<file path="config.mk">
export PLATFORM = sky130hd
export DESIGN_NAME = sad_result_arbiter
export DESIGN_NICKNAME = d
export VERILOG_FILES = /design/src/rtl/sad_result_arbiter.sv
export SDC_FILE = /design/constraint.sdc
export NUM_CORES = 1
export LEC_CHECK = 0
export CORE_AREA = 5 5 176 178
export DETAILED_ROUTE_END_ITERATION = 12
export DIE_AREA = 0 0 181 183
export GPL_ROUTABILITY_DRIVEN = 0
export GPL_TIMING_DRIVEN = 1
export PLACE_DENSITY = 0.59
export SLEW_MARGIN = 10
export SYNTH_ARGS = -nofsm -noshare
export SYNTH_HDL_FRONTEND = slang
export SYNTH_SLANG_ARGS = --single-unit
</file>
<file path="constraint.sdc">
create_clock -name clk_i -period 16.98 [get_ports clk_i]
set_clock_uncertainty 0.05 [all_clocks]
set_input_delay 1.698 -clock clk_i [delete_from_list [all_inputs] [get_ports clk_i]]
set_output_delay 1.698 -clock clk_i [all_outputs]
set_load 0.02 [all_outputs]
</file>
<file path="src/rtl/sad_result_arbiter.sv">
// Time-multiplexed min-SAD collector: grants one core per cycle in round-robin
// order and keeps the running minimum SAD with its global row/column.
module sad_result_arbiter #(
   parameter int NUM_CORES  = 8,
   parameter int SAD_W      = 32,
   parameter int IDX_W      = 8,
   parameter int ROW_STRIDE = 8
) (
   input  logic                       clk_i,
   input  logic                       rst_i,
   input  logic                       start_i,
   input  logic [NUM_CORES-1:0]       req_i,
   input  logic [NUM_CORES*SAD_W-1:0] sad_i,
   input  logic [NUM_CORES*IDX_W-1:0] row_i,
   input  logic [NUM_CORES*IDX_W-1:0] col_i,
   output logic [NUM_CORES-1:0]       ack_o,
   output logic [SAD_W-1:0]           min_sad_o,
   output logic [IDX_W-1:0]           min_row_o,
   output logic [IDX_W-1:0]           min_col_o,
   output logic [2:0]                 win_core_o,
   output logic                       busy_o,
   output logic                       done_o
);

   localparam int PTR_W = 3;

   typedef enum logic [1:0] {IDLE, COLLECT, DONE} state_e;

   state_e               state_q, state_d;
   logic [PTR_W-1:0]     ptr_q, ptr_d;
   logic [NUM_CORES-1:0] mask_q, mask_d;
   logic [NUM_CORES-1:0] ack_q, ack_d;
   logic [SAD_W-1:0]     min_sad_q, min_sad_d;
   logic [IDX_W-1:0]     min_row_q, min_row_d;
   logic [IDX_W-1:0]     min_col_q, min_col_d;
   logic [2:0]           win_q, win_d;

   logic [NUM_CORES-1:0] elig;
   logic                 gnt_vld;
   logic [PTR_W-1:0]     gnt_idx;
   logic [PTR_W-1:0]     scan;
   logic [SAD_W-1:0]     sad_sel;
   logic [IDX_W-1:0]     row_glb;
   logic [IDX_W-1:0]     col_sel;
   logic                 better;

   // Scan starts just past the last winner; i == NUM_CORES wraps back to ptr itself.
   always_comb begin
      elig    = req_i & ~mask_q;
      gnt_vld = 1'b0;
      gnt_idx = ptr_q;
      scan    = '0;
      for (int i = 1; i <= NUM_CORES; i++) begin
         scan = ptr_q + PTR_W'(i);
         if (!gnt_vld && elig[scan]) begin
            gnt_vld = 1'b1;
            gnt_idx = scan;
         end
      end
   end

   assign sad_sel = sad_i[gnt_idx*SAD_W +: SAD_W];
   assign col_sel = col_i[gnt_idx*IDX_W +: IDX_W];
   assign row_glb = row_i[gnt_idx*IDX_W +: IDX_W] + IDX_W'(int'(gnt_idx) * ROW_STRIDE);

   // Equal SADs resolve to the lower global row, then the lower column.
   assign better = (sad_sel < min_sad_q) ||
                   ((sad_sel == min_sad_q) &&
                    ((row_glb < min_row_q) ||
                     ((row_glb == min_row_q) && (col_sel < min_col_q))));

   always_comb begin
      state_d   = state_q;
      ptr_d     = ptr_q;
      mask_d    = mask_q;
      ack_d     = '0;
      min_sad_d = min_sad_q;
      min_row_d = min_row_q;
      min_col_d = min_col_q;
      win_d     = win_q;
      if (start_i) begin
         state_d   = COLLECT;
         ptr_d     = '1;
         mask_d    = '0;
         min_sad_d = '1;
         min_row_d = '0;
         min_col_d = '0;
         win_d     = '0;
      end else if (state_q == COLLECT && gnt_vld) begin
         ack_d[gnt_idx]  = 1'b1;
         mask_d[gnt_idx] = 1'b1;
         ptr_d           = gnt_idx;
         if (better) begin
            min_sad_d = sad_sel;
            min_row_d = row_glb;
            min_col_d = col_sel;
            win_d     = gnt_idx;
         end
         if (&mask_d) state_d = DONE;
      end
   end

   always_ff @(posedge clk_i or posedge rst_i) begin
      if (rst_i) begin
         state_q   <= IDLE;
         ptr_q     <= '1;
         mask_q    <= '0;
         ack_q     <= '0;
         min_sad_q <= '1;
         min_row_q <= '0;
         min_col_q <= '0;
         win_q     <= '0;
      end else begin
         state_q   <= state_d;
         ptr_q     <= ptr_d;
         mask_q    <= mask_d;
         ack_q     <= ack_d;
         min_sad_q <= min_sad_d;
         min_row_q <= min_row_d;
         min_col_q <= min_col_d;
         win_q     <= win_d;
      end
   end

   assign ack_o      = ack_q;
   assign min_sad_o  = min_sad_q;
   assign min_row_o  = min_row_q;
   assign min_col_o  = min_col_q;
   assign win_core_o = win_q;
   assign busy_o     = (state_q == COLLECT);
   assign done_o     = (state_q == DONE);

endmodule

</file>
==> results of run 1 <==
-- cell families (layout without fill, tap and decap cells) --
family                   count (synthesis)  after routing  share of synthesized area, %
buffers and inverters                  144            554                         8.075
AO/OA/AOI/OAI                          313            313                         27.43
multiplexers                            99             99                         14.93
adder cells (fa/ha/maj)                 53             53                         7.986
flip-flops                              72             72                         21.98
other                                    0              1                             0
XOR/XNOR                                 7              7                        0.8195
AND/OR/NAND/NOR                        330            330                         18.79
-- Yosys cell counts, types with 5 or more instances --
cell type / n / share of area (%)
inv_1: 64 / 2.9
a31oi_1: 6 / 0.45
dfstp_2: 35 / 11
mux4_2: 18 / 4.8
buf_4: 9 / 0.80
o221ai_1: 8 / 0.83
nand2_1: 160 / 7.2
o21a_1: 10 / 0.89
o22ai_1: 33 / 2.5
nand2b_1: 13 / 0.97
nand3_1: 46 / 2.7
buf_2: 38 / 2.3
mux2_2: 15 / 2.0
a21oi_1: 42 / 2.5
a211oi_1: 13 / 1.2
and3_1: 5 / 0.37
ha_1: 52 / 7.7
o21ai_1: 6 / 0.36
dfrtp_1: 37 / 11
o22a_1: 35 / 3.7
a311oi_1: 6 / 0.63
o2bb2ai_1: 14 / 1.5
o21ai_0: 29 / 1.7
clkbuf_1: 13 / 0.58
nand4_1: 11 / 0.82
mux2i_1: 63 / 7.5
a21o_1: 25 / 2.2
a22oi_1: 11 / 0.98
nor2_1: 33 / 1.5
buf_6: 5 / 0.67
buf_1: 9 / 0.40
o211ai_1: 26 / 2.3
nor3_1: 25 / 1.5
o31a_1: 7 / 0.73
-- layout make-up --
class	count	share of cell area, %
Inverter	69	1.997
Antenna cell	1	0.01858
Multi-Input combinational cell	802	43.82
Clock inverter	3	0.2973
Clock buffer	13	1.942
Sequential cell	72	13.70
Tap cell	390	3.623
Timing Repair Buffer	469	34.60
-- per-layer routing --
layer | GRT usage (%) | routed length, um
met5 | 0 | 40
met4 | 5.434 | 666
met3 | 6.367 | 2869
met2 | 44.10 | 22400
met1 | 31.90 | 18520
-- state kept, by name, summed over array words and instances (netlist names) --
name and cells:
ack_o 8, mask_q 8, min_col_o 8, min_row_o 8, min_sad_o 32, ptr_q 3, state_q 2, win_core_o 3
-- stage by stage --
stage	instances	hold slack, ns	area, sq um	utilization (%)
floorplan	1018	0.4291	8398	-
global placement	1802	0.4493	13160	45.01
detailed placement	1802	0.4549	13160	45.01
CTS	1818	0.4683	13470	46.04
global route	1819	0.4893	13470	46.05
finish	1819	0.4725	13470	46.05
-- placed cells by master, fill, tap and decap left out, types with 6 or more instances in the layout --
cell | Yosys | routed
clkdlybuf4s50_1 | 0 | 455
nand2_1 | 160 | 160
mux2i_1 | 63 | 63
inv_1 | 64 | 63
ha_1 | 52 | 52
nand3_1 | 46 | 46
a21oi_1 | 42 | 42
dfrtp_1 | 37 | 37
o22a_1 | 35 | 35
dfstp_2 | 35 | 35
nor2_1 | 33 | 33
o22ai_1 | 33 | 33
o21ai_0 | 29 | 29
o211ai_1 | 26 | 26
nor3_1 | 25 | 25
a21o_1 | 25 | 25
mux4_2 | 18 | 18
mux2_2 | 15 | 15
o2bb2ai_1 | 14 | 14
buf_4 | 9 | 14
nand2b_1 | 13 | 13
a211oi_1 | 13 | 13
a22oi_1 | 11 | 11
nand4_1 | 11 | 11
o21a_1 | 10 | 10
clkbuf_16 | 0 | 10
o221ai_1 | 8 | 8
o31a_1 | 7 | 7
a31oi_1 | 6 | 6
a311oi_1 | 6 | 6
-- worst max path at each step --
stage               endpoint  slack (ns)
2_1_floorplan  win_core_o[1]        9.55
3_3_place_gp   win_core_o[2]        6.75
3_5_place_dp    min_col_o[7]        6.58
4_1_cts         min_col_o[7]        6.94
5_1_grt         min_col_o[7]        6.52
6_report        min_col_o[7]        6.97
-- worst min-delay path: stages (launching register included) --
cell,delay (ns)
dfrtp_1,0.37
inv_1,0.05
o22ai_1,0.06
==> results by group, run 1 <==
Final layout
  – Fillers: 2900
  – Final #Nets: 1871
  – Multi-input gate area: 5902 sq um
  – Area grow syn2layout: 60.37%
  – Register area: 1846 sq um
  – Share of cells above drive strength 1: 8.894%

STA
  – FMAX: 0.09994 GHz
  – RSZ-0062 raised after global routing: no
  – Period utilization: 58.93%
  – Slew margin rel.: 32.71%
  – Sum Neg Setup Slack: 0 ns
  – Max Slew Vio Count: 0
  – Fin crit period: 10.01 ns
  – Final Hold Vio Count: 0
  – Worst Max-Slew Pin Slew: 1.009 ns
  – Final setup vio count: 0
  – Worst setup margin: 6.974 ns

Clock tree
  – Clock transition at the registers of the reported paths: 0.06 ns
  – H-tree lvl count: 3
  – CTS buffer count: 9
  – Post-CTS Setup Repair Bufs: 0
  – Clock latency on the worst-skew pair: 0.34 ns
  – Largest buffer count on any clock path: 2
  – Hold_buf cts: 0
  – TritonCTS clock tree: yes
  – Root Buffer: clkbuf_16
  – Clock Sinks: 72
  – CTS resizes: 0

Logic synthesis
  – Post-Syn Area: 8398 sq um
  – Synth Register Bits: 72
  – Avg Inst Size Synth: 8.250 sq um
  – Yosys warnings: 0
  – Async set or reset register ratio after synthesis: 100.0%
  – Seq/Total Area, Yosys: 21.98%
  – EDFF count, synth: 0
  – Post-synth top flop: dfrtp_1
  – Synth cell types: 89
  – Syn Nets: 1466
  – Synth Instances: 1018

Detailed routing
  – Iteration-0 DRC Markers: 640
  – DRT antenna net count: 0
  – Drt total wl: 44500 um
  – DR WL/cell: 24.46 um
  – Via/cell ratio: 5.401
  – Via count: 9824
  – Residual DRC: 0
  – DRT Pass-1 Iters: 4

Die
  – DIE WIDTH: 181 um
  – Initial Utilization: 28.72%
  – Row cnt: 63
  – Die area: 33120 sq um
  – Die Y: 183 um
  – Core area: 29240 sq um
  – Ports: 456

Setup path
  – R2r endpoint: min_col_o[7]
  – CP startpoint: req_i[4]
  – Crit path launch type: input pin
  – CP required: 17.16 ns
  – Critical Path Sink Type: register
  – Reg2Reg Launch Point: ptr_q[0]
  – Worst path arrival time: 10.18 ns
  – Register-to-Register Path Depth: 29
  – CP top delay family: buffers and inverters
  – R2r setup slk: 7.58 ns
  – Classification of the worst setup path: in2reg
  – CP max stage cell: buf_4
  – CP Max Fanout: 51
  – Crit-path max cell delay: 0.64 ns
  – Critical path depth: 28
  – Crit path buf inv count: 4

Global route
  – GRT Residual Overflow: 0
  – First-pass GRT wire length: 63650 um
  – Largest net degree at the start of global routing: 73
  – Vias in the first global route: 9941
  – Antenna violations before repair: 4
  – Global Route Usage Sum: 25.30%

Min path
  – Worst hold endpoint: win_core_o[0]
  – Hold path depth: 2
  – Hold Crit Class: reg2reg
  – Hold_sp: win_core_o[0]

Placed design
  – DPL Wire Length: 35440 um
  – Pre-CTS WS: 6.583 ns
  – Number of I/O port buffers: 455

Run status
  – Status: finished clean

Flow run
  – Max cap viols: 0
Power of run 1 is not shown: default switching activity piles up to over one toggle a cycle in this logic, so the estimate is an artifact.
==> run 2, diff against run 1 <==
Settings changed: CORE_AREA 5 5 176 178 to 5 5 172 174, DIE_AREA 0 0 181 183 to 0 0 177 179, PLACE_DENSITY 0.59 to 0.61.
Clock period 16.98 ns to 10.5 ns, I/O delays scaled along.
==> run 2 against run 1 <==
Effect of this change: critical path depth unchanged; routed wire length up 0.93%; critical path type is now reg2reg; global-route usage increased by 1.5 points; final cell count shrank 0.55%; sequential share of layout area hardly changed; clock-buffer cell count is 4 lower; via count up 2.0%.
==> results by group, run 2 (synthesis results as in run 1) <==
Clock tree
  – CTS buffer count: 9 (unchanged)
  – Clock Sinks: 72 (unchanged)
  – TritonCTS clock tree: yes (unchanged)
  – Clock transition at the registers of the reported paths: 0.06 ns (about the same)
  – CTS resizes: 0 (unchanged)
  – H-tree lvl count: 3 (unchanged)
  – Largest buffer count on any clock path: 2 (unchanged)
  – Clock latency on the worst-skew pair: 0.35 ns (was 0.34 ns)
  – Post-CTS Setup Repair Bufs: 0 (unchanged)
  – Hold_buf cts: 0 (unchanged)
  – Root Buffer: clkbuf_16 (unchanged)

Detailed routing
  – DRT Pass-1 Iters: 5 (was 4)
  – Drt total wl: 44910 um (was 44500 um)
  – Residual DRC: 0 (unchanged)
  – Via count: 10020 (was 9824)
  – DRT antenna net count: 0 (unchanged)
  – DR WL/cell: 24.83 um (was 24.46 um)
  – Iteration-0 DRC Markers: 825 (was 640)
  – Via/cell ratio: 5.540 (was 5.401)

Setup path
  – R2r setup slk: 1.65 ns (was 7.58 ns)
  – Classification of the worst setup path: reg2reg (was in2reg)
  – CP startpoint: ptr_q[0] (was req_i[4])
  – Worst path arrival time: 9.09 ns (was 10.18 ns)
  – CP Max Fanout: 52 (was 51)
  – Crit path launch type: register (was input pin)
  – Crit-path max cell delay: 0.89 ns (was 0.64 ns)
  – Reg2Reg Launch Point: ptr_q[0] (unchanged)
  – Register-to-Register Path Depth: 28 (was 29)
  – Critical Path Sink Type: register (unchanged)
  – CP required: 10.74 ns (was 17.16 ns)
  – CP max stage cell: dfstp_2 (was buf_4)

Final layout
  – Share of cells above drive strength 1: 9.167% (was 8.894%)
  – Largest register FFs: 32 (unchanged)
  – Most frequent cells in the layout: clkdlybuf4s50_1 (455), nand2_1 (160), mux2i_1 (63), inv_1 (63), ha_1 (52) (unchanged)
  – Commonest non-fill, non-tap cell in the layout: clkdlybuf4s50_1 (unchanged)
  – Post-layout util: 48.73% (was 46.05%)
  – Final cell count without fillers: 1809 (was 1819)
  – Area grow syn2layout: 60.31% (was 60.37%)
  – Final #Nets: 1872 (was 1871)

Die
  – DIE WIDTH: 177 um (was 181 um)
  – Row cnt: 61 (was 63)
  – Die Y: 179 um (was 183 um)
  – Initial Utilization: 30.40% (was 28.72%)
  – Ports: 456 (unchanged)
  – Core area: 27630 sq um (was 29240 sq um)
  – Die area: 31680 sq um (was 33120 sq um)

Min path
  – Hold_sp: state_q[0] (was win_core_o[0])
  – Hold Crit Class: reg2reg (unchanged)
  – Hold path depth: 1 (was 2)

STA
  – Fin crit period: 8.848 ns
  – Slew margin rel.: 21.87% (was 32.71%)
  – Sum Neg Setup Slack: 0 ns (unchanged)
  – Final setup vio count: 0 (unchanged)
  – Final Hold Vio Count: 0 (unchanged)
  – Worst Max-Slew Pin Slew: 1.161 ns (was 1.009 ns)
  – Period utilization: 84.27%
  – RSZ-0062 raised after global routing: no (unchanged)
  – Max Slew Vio Count: 0 (unchanged)
  – FMAX: 0.1130 GHz

Placed design
  – Placed cells: 1791 (was 1802)
  – DPL Wire Length: 35730 um (was 35440 um)
  – Number of I/O port buffers: 455 (unchanged)

Flow run
  – Max cap viols: 0 (unchanged)

Run status
  – Status: finished clean (unchanged)

Global route
  – First-pass GRT wire length: 63660 um (was 63650 um)
  – GRT Residual Overflow: 0 (unchanged)
  – Vias in the first global route: 9910 (was 9941)
  – Global Route Usage Sum: 26.76% (was 25.30%)
  – Antenna violations before repair: 3 (was 4)
  – Largest net degree at the start of global routing: 73 (unchanged)
-- run 2: cell types whose count changed in the layout (fill, tap and decap cells not counted) --
cell	before	now
buf_4	14	15
clkbuf_1	3	0
clkbuf_16	10	9
clkinv_2	4	3
clkinvlp_4	0	2
diode_2	1	2
inv_6	0	3
-- run 2: worst max-delay path, delay by kind of cell (launching register included) --
| kind | cells | cell delay [ns] |
|---|---|---|
| AO/OA/AOI/OAI | 10 | 2.29 |
| XOR/XNOR | 1 | 0.15 |
| AND/OR/NAND/NOR | 7 | 1.19 |
| flip-flops | 1 | 0.89 |
| multiplexers | 2 | 0.83 |
| adder cells (fa/ha/maj) | 3 | 1.21 |
| buffers and inverters | 5 | 2.12 |
-- run 2: per-stage QoR --
stage / setup slack [ns] / area, sq um / hold slack, ns
floorplan: 3.720 / 8398 / 0.4291
global placement: 1.561 / 13160 / 0.4438
detailed placement: 1.455 / 13160 / 0.4550
CTS: 1.663 / 13460 / 0.4693
global route: 1.039 / 13460 / 0.4966
finish: 1.652 / 13460 / 0.4692
-- run 2: area by class of cell --
class                   count  area (sq um)
fillers                  2750         14170
multi-input cells         802          5902
repair buffers            470          4667
flip-flops and latches     72          1846
well taps                 378         473.0
inverters                  69         269.0
clock buffers               9         225.2
clock inverters             7         76.32
diodes                      2         5.005
-- run 2: path summary, 6_finish.rpt --
check | to
max | min_sad_o[26]
min | state_q[0]
max reg2reg | min_sad_o[26]
min reg2reg | state_q[0]
max in group asynchronous | min_row_o[3]
min in group asynchronous | state_q[1]
-- run 2: layer usage --
| metal | track usage, % | up-vias | routed length (um) |
|---|---|---|---|
| met5 | 0 | - | 1 |
| met4 | 6.125 | 2 | 857 |
| met3 | 6.137 | 52 | 3551 |
| met2 | 45.23 | 447 | 21990 |
| met1 | 34.93 | 4854 | 18510 |
| li1 | - | 4667 | - |
Power of run 2 is left out for the same reason.
==> run 3, diff against run 2 <==
Settings changed: CORE_AREA 5 5 172 174 to 5 5 176 178, DIE_AREA 0 0 177 179 to 0 0 181 183.
Clock period 10.5 ns to 7.5 ns, I/O delays scaled along.
==> run 3 against run 2 <==
Effect of this change: non-clock buffer count increased by 36; critical endpoint is now min_col_o[5]; utilization decreased by 1.0 points; via count increased by 2.9%; global-route usage decreased by 0.17 points; sequential share of layout area decreased by 0.47 points; highest routed layer unchanged; setup slack got worse by 1.3 ns; hold slack got worse by 0.0044 ns.
==> results by group, run 3 (synthesis results as in run 1) <==
Setup path
  – Register-to-Register Path Depth: 29 (was 28)
  – R2r endpoint: min_col_o[5] (was min_sad_o[26])
  – Crit path buf inv count: 5 (unchanged)
  – Crit-path max cell delay: 0.68 ns (was 0.89 ns)
  – CP top delay family: compound AO/OA/AOI/OAI gates (unchanged)
  – CP max stage cell: dfstp_2 (unchanged)
  – CP required: 7.70 ns (was 10.74 ns)
  – Worst path arrival time: 7.35 ns (was 9.09 ns)
  – Classification of the worst setup path: reg2reg (unchanged)
  – R2r setup slk: 0.35 ns (was 1.65 ns)
  – Most common cell on crit path: buf_4
  – Critical Path Sink Type: register (unchanged)
  – Reg2Reg Launch Point: ptr_q[0] (unchanged)
  – CP Max Fanout: 16 (was 52)
  – Critical path depth: 29 (was 28)
  – Crit path launch type: register (unchanged)

Clock tree
  – Clock latency on the worst-skew pair: 0.35 ns (about the same)
  – TritonCTS clock tree: yes (unchanged)
  – Root Buffer: clkbuf_16 (unchanged)
  – Clock transition at the registers of the reported paths: 0.07 ns (was 0.06 ns)
  – H-tree lvl count: 3 (unchanged)
  – Largest buffer count on any clock path: 2 (unchanged)
  – CTS buffer count: 9 (unchanged)
  – Clock Sinks: 72 (unchanged)

Detailed routing
  – DR WL/cell: 25.56 um (was 24.83 um)
  – Iteration-0 DRC Markers: 829 (was 825)
  – Via count: 10310 (was 10020)
  – DRT antenna net count: 0 (unchanged)
  – DRT Pass-1 Iters: 5 (unchanged)
  – Residual DRC: 0 (unchanged)
  – Drt total wl: 47440 um (was 44910 um)
  – Via/cell ratio: 5.554 (was 5.540)

Global route
  – Vias in the first global route: 10330 (was 9910)
  – Antenna violations before repair: 2 (was 3)
  – Largest net degree at the start of global routing: 73 (unchanged)
  – Global Route Usage Sum: 26.59% (was 26.76%)
  – GRT Residual Overflow: 0 (unchanged)
  – First-pass GRT wire length: 67110 um (was 63660 um)

Final layout
  – Diode count: 0 (was 2)
  – Share of cells above drive strength 1: 11.73% (was 9.167%)
  – Most frequent cells in the layout: clkdlybuf4s50_1 (455), nand2_1 (158), mux2i_1 (62), inv_1 (62), ha_1 (51) (was clkdlybuf4s50_1 (455), nand2_1 (160), mux2i_1 (63), inv_1 (63), ha_1 (52))
  – Cell area after layout: 13940 sq um (was 13460 sq um)
  – Fillers: 2836 (was 2750)
  – Largest register FFs: 32 (unchanged)
  – Final #Nets: 1909 (was 1872)
  – Area grow syn2layout: 66.05% (was 60.31%)
  – Commonest non-fill, non-tap cell in the layout: clkdlybuf4s50_1 (unchanged)

Die
  – Core area: 29240 sq um (was 27630 sq um)
  – Row cnt: 63 (was 61)
  – Die Y: 183 um (was 179 um)
  – Die area: 33120 sq um (was 31680 sq um)
  – Initial Utilization: 28.72% (was 30.40%)
  – Ports: 456 (unchanged)
  – DIE WIDTH: 181 um (was 177 um)

Placed design
  – Number of I/O port buffers: 455 (unchanged)
  – DPL Wire Length: 37760 um (was 35730 um)
  – Placed Area: 13450 sq um (was 13160 sq um)

Run status
  – Status: finished clean (unchanged)

Min path
  – Hold path depth: 1 (unchanged)
  – Worst hold endpoint: state_q[0] (unchanged)
  – Hold Crit Class: reg2reg (unchanged)
  – Hold_sp: state_q[0] (unchanged)

STA
  – Final setup vio count: 0 (unchanged)
  – Period utilization: 95.36% (was 84.27%)
  – FMAX: 0.1398 GHz (was 0.1130 GHz)
  – RSZ-0062 raised after global routing: no (unchanged)
  – Final Hold Vio Count: 0 (unchanged)
  – Max Slew Vio Count: 0 (unchanged)
  – Worst Max-Slew Pin Slew: 1.013 ns (was 1.161 ns)
  – Slew margin rel.: 32.48% (was 21.87%)
  – Fin crit period: 7.152 ns (was 8.848 ns)

Flow run
  – Max cap viols: 0 (unchanged)
## run 3: per-stage QoR
step / hold WS [ns] / setup TNS (ns) / util [%] / std cells / worst slack (ns)
5_1_grt: 0.4911 / 0 / 47.68 / 1856 / 0.05552
3_5_place_dp: 0.4484 / -5.509 / 45.98 / 1831 / -0.1822
4_1_cts: 0.4647 / 0 / 46.97 / 1847 / 0.02883
2_1_floorplan: 0.4291 / 0 / - / 1018 / 0.7976
6_report: 0.4648 / 0 / 47.68 / 1856 / 0.3480
3_3_place_gp: 0.4417 / -0.2923 / 45.98 / 1831 / -0.02865
## run 3: worst max-delay path by stage
stage | startpoint | endpoint
after CTS | ptr_q[0] | min_sad_o[17]
after floorplan | ptr_q[1] | win_core_o[1]
final | ptr_q[0] | min_col_o[5]
after global routing | req_i[4] | min_col_o[5]
after global placement | req_i[4] | min_sad_o[16]
after detailed placement | req_i[4] | min_sad_o[17]
## run 3: area by class of cell
type / instances / area (sq um) / area share (%)
multi-input cells: 803 / 5987 / 42.93
well taps: 390 / 488.0 / 3.499
clock inverters: 5 / 57.56 / 0.4127
repair buffers: 506 / 5054 / 36.24
clock buffers: 11 / 232.7 / 1.669
inverters: 69 / 280.3 / 2.010
flip-flops and latches: 72 / 1846 / 13.23
## run 3: routing by layer
metal,vias up,track usage [%],wire (um)
met5,-,0,23
met4,4,6.575,1034
met3,59,5.970,3390
met2,476,46.33,23600
met1,5045,33.63,19390
li1,4725,-,-
## run 3: timing repair
item / in CTS / in global routing
hold buffers: 0 / 0
hold endpoints to repair: 0 / 0
setup endpoints to repair: 0 / 51
gates resized for setup: 0 / 18
buffers inserted: 0 / 7
Power of run 3 is left out for the same reason.
